--- src/rtl/tdm_pkg.sv ---
// Shared definitions for the TDM link: receiver state encoding and default slot count.
package tdm_pkg;

   localparam int TDM_NUM_CH = 8;

   typedef enum logic {
      HUNT   = 1'b0,
      LOCKED = 1'b1
   } tdm_state_t;

endpackage

--- src/rtl/tdm_slot_counter.sv ---
// Slot index counter: clear on lock loss, restart at 1 on sync, otherwise advance on enable.
module tdm_slot_counter #(
   parameter int SEL_W = 3
) (
   input  logic             clk,
   input  logic             rst_n,
   input  logic             en,
   input  logic             load1,
   input  logic             clr,
   output logic [SEL_W-1:0] cnt,
   output logic             tc
);

   always_ff @(posedge clk or negedge rst_n) begin
      if (!rst_n) begin
         cnt <= '0;
      end else if (clr) begin
         cnt <= '0;
      end else if (load1) begin
         cnt <= SEL_W'(1);
      end else if (en) begin
         cnt <= cnt + SEL_W'(1);
      end
   end

   // Slot count is a power of two, so the last slot is all ones.
   assign tc = &cnt;

endmodule

--- src/rtl/tdm_demux_8ch.sv ---
// Receive end of an 8-slot TDM link: locks to frame sync and deserialises each frame into ch_out.
// state  | meaning
// HUNT   | unaligned; waiting for a valid bit carrying sync
// LOCKED | aligned; slot is the index expected for the next valid bit
module tdm_demux_8ch
   import tdm_pkg::*;
#(
   parameter int NUM_CH = TDM_NUM_CH,
   parameter int SEL_W  = $clog2(NUM_CH)
) (
   input  logic              clk,
   input  logic              rst_n,
   input  logic              din,
   input  logic              din_valid,
   input  logic              sync,
   output logic [NUM_CH-1:0] ch_out,
   output logic              frame_valid,
   output logic [SEL_W-1:0]  slot,
   output logic              locked,
   output logic              sync_err
);

   tdm_state_t        state;
   logic [NUM_CH-1:0] asm_q;
   logic [NUM_CH-1:0] asm_next;
   logic [SEL_W-1:0]  wr_idx;
   logic              is_locked;
   logic              tc;
   logic              cnt_en;
   logic              cnt_load;
   logic              cnt_clr;
   logic              store;
   logic              err;
   logic              frame_done;

   assign is_locked  = (state == LOCKED);
   assign cnt_load   = din_valid & sync;
   assign cnt_clr    = din_valid & is_locked & ~sync & (slot == '0);
   assign cnt_en     = din_valid & is_locked & ~sync & (slot != '0);
   assign store      = cnt_load | cnt_en;
   // Violation: sync missing where slot 0 is due, or sync arriving mid-frame.
   assign err        = din_valid & is_locked & (sync ^ (slot == '0));
   assign frame_done = cnt_en & tc;
   assign wr_idx     = sync ? '0 : slot;
   assign locked     = is_locked;

   always_comb begin
      asm_next         = asm_q;
      asm_next[wr_idx] = din;
   end

   tdm_slot_counter #(
      .SEL_W (SEL_W)
   ) u_slot_counter (
      .clk   (clk),
      .rst_n (rst_n),
      .en    (cnt_en),
      .load1 (cnt_load),
      .clr   (cnt_clr),
      .cnt   (slot),
      .tc    (tc)
   );

   always_ff @(posedge clk or negedge rst_n) begin
      if (!rst_n) begin
         state       <= HUNT;
         asm_q       <= '0;
         ch_out      <= '0;
         frame_valid <= 1'b0;
         sync_err    <= 1'b0;
      end else begin
         frame_valid <= frame_done;
         sync_err    <= err;
         if (store) begin
            asm_q <= asm_next;
         end
         if (frame_done) begin
            ch_out <= asm_next;
         end
         if (din_valid) begin
            if (sync) begin
               state <= LOCKED;
            end else if (cnt_clr) begin
               state <= HUNT;
            end
         end
      end
   end

endmodule

--- config.mk ---
export PLATFORM = sky130hd
export DESIGN_NAME = tdm_demux_8ch
export DESIGN_NICKNAME = d
export VERILOG_FILES = /design/src/rtl/tdm_pkg.sv /design/src/rtl/tdm_slot_counter.sv /design/src/rtl/tdm_demux_8ch.sv
export SDC_FILE = /design/constraint.sdc
export NUM_CORES = 1
export LEC_CHECK = 0
export BUFFER_PORTS_ARGS = -buffer_cell sky130_fd_sc_hd__clkbuf_2
export CAP_MARGIN = 30
export CORE_UTILIZATION = 51
export CTS_CLUSTER_SIZE = 20
export DETAILED_ROUTE_END_ITERATION = 6
export GPL_TIMING_DRIVEN = 1
export PLACE_DENSITY = 0.73
export SKIP_CTS_REPAIR_TIMING = 1
export SYNTH_ARGS = -nofsm -noshare
export SYNTH_HDL_FRONTEND = slang
export SYNTH_SLANG_ARGS = --single-unit
--- constraint.sdc ---
create_clock -name clk -period 4.75 [get_ports clk]
set_input_delay 0.2375 -clock clk [delete_from_list [all_inputs] [get_ports clk]]
set_output_delay 0.2375 -clock clk [all_outputs]
set_load 0.03 [all_outputs]
======== After elaboration in Yosys (flattened, before gate mapping) ========
Cells that the tools add are included.
word-level totals
  input port bits ......................... 5
  output and inout port bits .............. 14
  logic and storage cells ................. 35
  bits in registers ....................... 22
cells by class
  multiplexer cells ....................... 9
  bitwise gates (word level) .............. 10
  $add $sub $neg .......................... 1
  $lt $le $gt $ge ......................... 2
  reductions and logical operators ........ 7
operators with widths
  kind                 count
  $mux 3               4
  $bwmux 8             1
  $and 1x1->1          7
  $reduce_bool 3->1    2
  $lt 3x4->1 const B   1
  $add 3x1->3 const B  1
  $demux 1 s3          1
  $ge 3x1->1 const B   1
  $logic_not 3->1      1
  $mux 1               3
  $reduce_and 3->1     1
  $reduce_and 2->1     1
  $reduce_bool 2->1    1
  $logic_and 1x1->1    1
  $not 1->1            1
  $or 1x1->1           1
  $xor 1x1->1          1

======== Longest topological paths before layout ========
Gate-level depths: netlist (run 1).
  depth after elaboration ................. 6
  depth in mapped cells ................... 7
  depth with buffers taken out ............ 5

======== Cells and area by module ========
Synthesis (run 1) repeated with hierarchy kept, for this count alone.
second synthesis, totals
  cell total of the unflattened synthesis .. 85
  area, all modules ....................... 1124.8 sq um
by module, submodules not included
  module            sequential area each (sq um)  times used  area each (sq um)  cells each
  tdm_demux_8ch     475.5                         1           977.2              73
  tdm_slot_counter  75.1                          1           147.6              12

======== Worst setup path after synthesis (run 1) ========
No wires, ideal clock.
  kind .................................... register to register
  from .................................... register u_slot_counter.cnt[0]
  to ...................................... register ch_out[0]
  stages on the path, launching flop included .. 8
  arrival ................................. 2201 ps
  data required time ...................... 4625 ps
  clock period less this slack ............ 2325 ps
  library setup time ...................... 125 ps
  slack ................................... 2425 ps
  cell sequence ........................... dfrtp_1 -> buf_2 -> inv_1 -> ha_1 -> nor2b_1 -> buf_2 -> nor4_4 -> mux2_2
on the way
  elaborated cells between the ends (all ways) .. 11
  those cells by class .................... order compare: 2; mux: 4; bitwise: 2; reduce/logical: 3
RTL lines
  item                      line                    RTL
  start: declaration        tdm_slot_counter.sv:10  output logic [SEL_W-1:0] cnt,
  start signal: assignment  tdm_slot_counter.sv:22  cnt <= cnt + SEL_W'(1);
  $reduce_bool 3->1         tdm_demux_8ch.sv:39     assign cnt_en = din_valid & is_locked & ~sync & (slot != '0);
  $and 1x1->1               tdm_demux_8ch.sv:39
  $and 1x1->1 (*)           tdm_demux_8ch.sv:43     assign frame_done = cnt_en & tc;
  named net frame_done      tdm_demux_8ch.sv:34     logic frame_done;
  end signal: assignment    tdm_demux_8ch.sv:78     ch_out <= asm_next;
  end: declaration          tdm_demux_8ch.sv:16     output logic [NUM_CH-1:0] ch_out,
Mark *: on every way through the listed nets, which the timed path passes. The rest lies on a longest branch.
A chain may end at the register's enable or synchronous reset.

======== Worst setup path after layout (run 1) ========
Same ends and word-level chain as after synthesis.

==> results of run 1 <==
## state kept, by name, indices dropped and copies added (netlist names)
register / cells
locked: 1
u_slot_counter.cnt: 3
sync_err: 1
asm_q: 8
frame_valid: 1
ch_out: 8
## kinds of logic after synthesis
family,after synthesis,synth area share [%]
buf+inv,18,6.34
simple gates,28,16.4
flops,22,46.5
mux,23,21.2
xor+xnor,1,0.739
compound gates,9,5.70
fa+ha+maj,3,3.17
## power breakdown
group | switching, mW | leakage (nW) | total (mW) | internal, mW
sequential | 0.0603 | 0.277 | 0.291 | 0.231
combinational | 0.133 | 0.339 | 0.240 | 0.108
clock | 0.0558 | 0.0210 | 0.102 | 0.0466
## Yosys cell counts
cell	count
a22o_1	2
a22oi_1	1
a32o_1	1
and3b_1	1
buf_1	1
buf_2	6
clkbuf_1	1
dfrtp_1	22
ha_1	3
inv_1	10
mux2_2	17
mux2i_1	6
nand2_1	6
nand2b_1	1
nand4_1	3
nand4b_1	1
nor2_1	4
nor2b_1	1
nor3_1	1
nor4_1	1
nor4_4	1
nor4b_1	4
nor4bb_1	3
o21ai_0	2
o22ai_1	1
o311ai_0	1
o31ai_1	1
or4b_2	1
xnor2_1	1
## worst register-to-register path, cell delays in order (launching register included)
cell and delay, ps:
dfrtp_1 680, inv_1 130, ha_1 230, nor2b_1 210, nor4_4 620, mux2_2 400
## layout make-up
type / instances / area, sq um / share of cell area (%)
clock buffer: 4 / 36.3 / 2.75
sequential: 22 / 551 / 41.7
multi-input combinational: 64 / 559 / 42.4
inverter: 10 / 37.5 / 2.85
timing repair buffer: 19 / 100 / 7.59
tap: 28 / 35.0 / 2.66
## per-layer routing
metal | global-route usage [%] | share of wire [%]
met5 | 0 | 0
met4 | 4.29 | 0.66
met3 | 3.64 | 1.8
met2 | 30.2 | 50
met1 | 24.5 | 48
## how the worst min path moves through the flow
stage	startpoint	endpoint	slack, ps
final	din_valid	u_slot_counter.cnt[2]$_DFFE_PN0P_	270
after global routing	din_valid	u_slot_counter.cnt[2]$_DFFE_PN0P_	280
after CTS	rst_n	asm_q[2]$_DFFE_PN0P_	-90
after detailed placement	rst_n	asm_q[3]$_DFFE_PN0P_	250
after global placement	rst_n	asm_q[2]$_DFFE_PN0P_	240
after floorplan	rst_n	asm_q[0]$_DFFE_PN0P_	-60
==> qor.yml, run 1 <==
worst_hold_path:
  holdPathStages: 2
  hold_path.class: "in -> reg"
final_layout:
  layout_common_cells: "dfrtp_1 (22), clkbuf_2 (18), mux2_2 (17), inv_1 (10)"
  final_util_pct: 60.2
  final_common_cell: "dfrtp_1"
  fin_area_sq_um: 1320
  diodes: 0
  drive_gt1_share_pct: 34.5
  syn_to_final_growth_pct: 11.3
  fin_nets: 128
  fill_cells: 192
  final_cells: 147
yosys:
  synth_nets: 112
  netlist_instances: 104
  synth.top_cell.area_share_pct: 46.5
  synth_top_area_cell: "dfrtp_1"
  yosysWarningCount: 0
  postSynthAreaPerCell_sq_um: 11.4
  synth.distinct_cells: 29
  synth_seq_cells: 22
  synth_area_sq_um: 1180
  synth_area_leaders: "dfrtp_1 (46%), mux2_2 (16%), mux2i_1 (5.1%), ha_1 (3.2%), inv_1 (3.2%)"
  ys_seq_area_share_pct: 46.5
critical_path:
  crit_end: "ch_out[0]$_DFFE_PN0P_"
  r2r-end: "ch_out[0]$_DFFE_PN0P_"
  reg2regPathDepth: 5
  cp_slowest_cell: "dfrtp_1"
  crit_arrival_ps: 2570
  critPathTopFamily: "simple AND/OR/NAND/NOR gates"
  cp_max_fo: 18
  worst_setup_path_start_kind: "register"
  regToRegSetupSlack_ps: 2370
  max_stage_delay_ps: 680
  cp_num_buf_inv: 1
  worstSetupEndpointType: "register"
  crit_cells: 5
  startpoint: "u_slot_counter.cnt[0]$_DFFE_PN0P_"
  worst-setup-path-type: "reg -> reg"
  critical_path_required_ps: 4940
  worstReg2RegStart: "u_slot_counter.cnt[0]$_DFFE_PN0P_"
  crit_chain: "inv_1 > ha_1 > nor2b_1 > nor4_4 > mux2_2"
status:
  status: "completed"
cts:
  numCtsBuffers: 3
  clkTransAtPathRegs_ps: 130
  clock_sinks: 22
  clockBufferDepth: 2
  cts-root-buf: "clkbuf_4"
  insertion_delay_ps: 300
  htree_num_levels: 1
  cts_tree: "done"
place:
  post-dp-hpwl_microns: 1470
  place_area_sq_um: 1270
  pre_cts_ws_ps: 2370
  gp_congestion: 0.831
  placed_cells: 142
  port_buffers: 18
sta:
  setup_viol: 0
  fin_hold_ws_ps: 270
  timing.fmax_mhz: 420
  rsz0062_at_grt: "no"
  period_minus_slack_ps: 2380
  setup_slack_ps: 2370
  relSlewSlack_pct: 55.3
  skew_ps: 8.12
  tightest_slew_ps: 666
  period_share_pct: 50.1
  hold_viol_final: 0
  slew_viol_final: 0
  final.setup.tns_ps: 0
grt:
  overflow: 0
  grt_pass1_vias: 723
  grt_usage_pct: 18.3
  antenna_found_initial: 0
  grt_pass1_wl_microns: 3410
  grt_max_degree: 23
drt:
  ant_nets: 0
  wl_microns: 2120
  wl_per_cell_microns: 14.4
  viasPerCell: 5.66
  via_count: 832
  drt-initial-drc-count: 16
  drc: 0
  detail_route.first_pass.iterations: 4
pwr:
  report.power.total_mw: 0.634
  p_per_area_nw_per_um2: 481
  ir_worst_vdd_mv: 0.293
  total_leakage_power_nw: 0.637
die:
  fp-row-count: 17
  dieArea_sq_um: 2520
  initial_core_util_pct: 54.1
  core_sq_um: 2190
  die_h_microns: 50.2
  num_io_pins: 19
  fp.dieW_microns: 50.2
flow_run:
  maxCapViolCount: 0
No activity file was read; power rests on OpenSTA's default activity.
==> run 2: changes to the inputs <==
==> constraint.sdc (replaced) <==
create_clock -name clk -period 2.3 [get_ports clk]
set_input_delay 0.115 -clock clk [delete_from_list [all_inputs] [get_ports clk]]
set_output_delay 0.115 -clock clk [all_outputs]
set_load 0.03 [all_outputs]
==> qor.yml, run 2 (synthesized netlist as in run 1, its figures left out) <==
place:
  post-dp-hpwl_microns: 1590  # +8.0%
  placed_cells: 147  # +3.5%
  pre_cts_ws_ps: 484  # -1880 ps
  gp_congestion: 0.824  # -0.75%
  place_area_sq_um: 1310  # +3.0%
  port_buffers: 18  # unchanged
final_layout:
  fin_area_sq_um: 1370  # +4.1%
  diodes: 0  # unchanged
  largestRegisters: "asm_q: 8 flops, ch_out: 8 flops, u_slot_counter.cnt: 3 flops"
  final_common_cell: "dfrtp_1"
  layout_common_cells: "dfrtp_1 (22), clkbuf_2 (18), mux2_2 (17), inv_1 (10)"
  fin_nets: 133  # +3.9%
  final_util_pct: 62.6  # +2.5 points
  multi_input_area_sq_um: 559  # unchanged
  syn_to_final_growth_pct: 15.8
  final_cells: 152  # +3.4%
  drive_gt1_share_pct: 37.1  # +2.6 points
  regArea_sq_um: 551  # unchanged
  fill_cells: 186  # -3.1%
cts:
  cts-root-buf: "clkbuf_4"
  insertion_delay_ps: 320  # +20 ps
  clkTransAtPathRegs_ps: 120  # about the same
  clock_sinks: 22  # unchanged
  htree_num_levels: 1  # unchanged
  clockBufferDepth: 2  # unchanged
  cts_tree: "done"
  numCtsBuffers: 3  # unchanged
critical_path:
  regToRegSetupSlack_ps: 470  # -1900 ps
  critPathTopFamily: "flip-flops"
  reg2regPathDepth: 6  # +1
  crit_arrival_ps: 2050  # -520 ps
  worst-setup-path-type: "reg -> reg"
  cp_num_buf_inv: 2  # +1
  worstReg2RegStart: "u_slot_counter.cnt[0]$_DFFE_PN0P_"
  crit_chain: "inv_1 > ha_1 > nor2b_1 > nor4_4 > buf_4 > mux2_2"
  worstSetupEndpointType: "register"
  cp_slowest_cell: "dfrtp_1"
  critical_path_required_ps: 2510  # -2430 ps
  max_stage_delay_ps: 480  # -200 ps
  cp_max_fo: 7  # -11
  r2r-end: "ch_out[7]$_DFFE_PN0P_"
  worst_setup_path_start_kind: "register"
sta:
  rsz0062_at_grt: "no"
  slew_viol_final: 0  # unchanged
  skew_ps: 9.16  # +1.04 ps
  setup_viol: 0  # unchanged
  tightest_slew_ps: 542  # -123 ps
  period_minus_slack_ps: 1830  # -546 ps
  setup_slack_ps: 467  # -1900 ps
  period_share_pct: 79.7  # +30 points
  timing.fmax_mhz: 546  # +30%
  fin_hold_ws_ps: 93.9  # -176 ps
  hold_viol_final: 0  # unchanged
  final.setup.tns_ps: 0  # unchanged
  relSlewSlack_pct: 63.8  # +8.6 points
die:
  fp-row-count: 17  # unchanged
  num_io_pins: 19  # unchanged
  initial_core_util_pct: 54.1  # unchanged
  dieArea_sq_um: 2520  # unchanged
  fp.dieW_microns: 50.2  # unchanged
  die_h_microns: 50.2  # unchanged
  core_sq_um: 2190  # unchanged
grt:
  antenna_found_initial: 0  # unchanged
  grt_pass1_wl_microns: 3880  # +14%
  grt_usage_pct: 21.1  # +2.9 points
  overflow: 0  # unchanged
  grt_max_degree: 23  # unchanged
  grt_pass1_vias: 858  # +19%
drt:
  wl_microns: 2180  # +2.4%
  detail_route.first_pass.iterations: 4  # unchanged
  drc: 0  # unchanged
  drt-initial-drc-count: 6  # -10
  viasPerCell: 5.67  # +0.20%
  via_count: 862  # +3.6%
  wl_per_cell_microns: 14.3  # -0.92%
  ant_nets: 0  # unchanged
worst_hold_path:
  holdPathEnd: "u_slot_counter.cnt[2]$_DFFE_PN0P_"
  holdPathStages: 2  # unchanged
  hold_start: "din_valid"
  hold_path.class: "in -> reg"
pwr:
  report.power.total_mw: 1.42  # +120%
  ir_worst_vdd_mv: 0.578  # +98%
  p_per_area_nw_per_um2: 1040  # +120%
  total_leakage_power_nw: 0.669  # +5.1%
status:
  status: "completed"
flow_run:
  maxCapViolCount: 0  # unchanged
[run 2: cell types whose count changed in the layout (fill, tap and decap cells not counted)]
cell       change
bufinv_16      +1
buf_4          +5
clkbuf_8       -1
[run 2: per-layer routing]
layer / GRT usage, % / wire [microns] / vias to the layer above
met5: 0 / 0 / -
met4: 14.3 / 71 / 0
met3: 3.03 / 57 / 7
met2: 33.8 / 1080 / 15
met1: 26.3 / 967 / 426
li1: - / - / 414
[run 2: how the worst max path moves through the flow]
| stage | slack, ps | start | cells past startpoint | to |
|---|---|---|---|---|
| floorplan | 50 | u_slot_counter.cnt[0]$_DFFE_PN0P_ | 7 | ch_out[0]$_DFFE_PN0P_ |
| global placement | 510 | u_slot_counter.cnt[0]$_DFFE_PN0P_ | 6 | asm_q[5]$_DFFE_PN0P_ |
| detailed placement | 480 | u_slot_counter.cnt[0]$_DFFE_PN0P_ | 6 | ch_out[7]$_DFFE_PN0P_ |
| CTS | 460 | u_slot_counter.cnt[0]$_DFFE_PN0P_ | 6 | ch_out[7]$_DFFE_PN0P_ |
| global route | 340 | u_slot_counter.cnt[0]$_DFFE_PN0P_ | 6 | asm_q[6]$_DFFE_PN0P_ |
| finish | 470 | u_slot_counter.cnt[0]$_DFFE_PN0P_ | 6 | ch_out[7]$_DFFE_PN0P_ |
[run 2: area by class of cell]
class	instances	area share, %
Inverter	10	2.73
Sequential cell	22	40.1
Timing Repair Buffer	24	10.0
Clock inverter	1	2.19
Clock buffer	3	1.64
Multi-Input combinational cell	64	40.7
Tap cell	28	2.55
[run 2: worst register-to-register path, stage by stage, from the launching register on]
cell     delay (ps)
dfrtp_1         480
inv_1            90
ha_1            210
nor2b_1         210
nor4_4          210
buf_4           200
mux2_2          330
[run 2: power breakdown]
group / internal (mW) / switching, mW
Combinational: 0.246 / 0.319
Clock: 0.177 / 0.121
Sequential: 0.477 / 0.0842
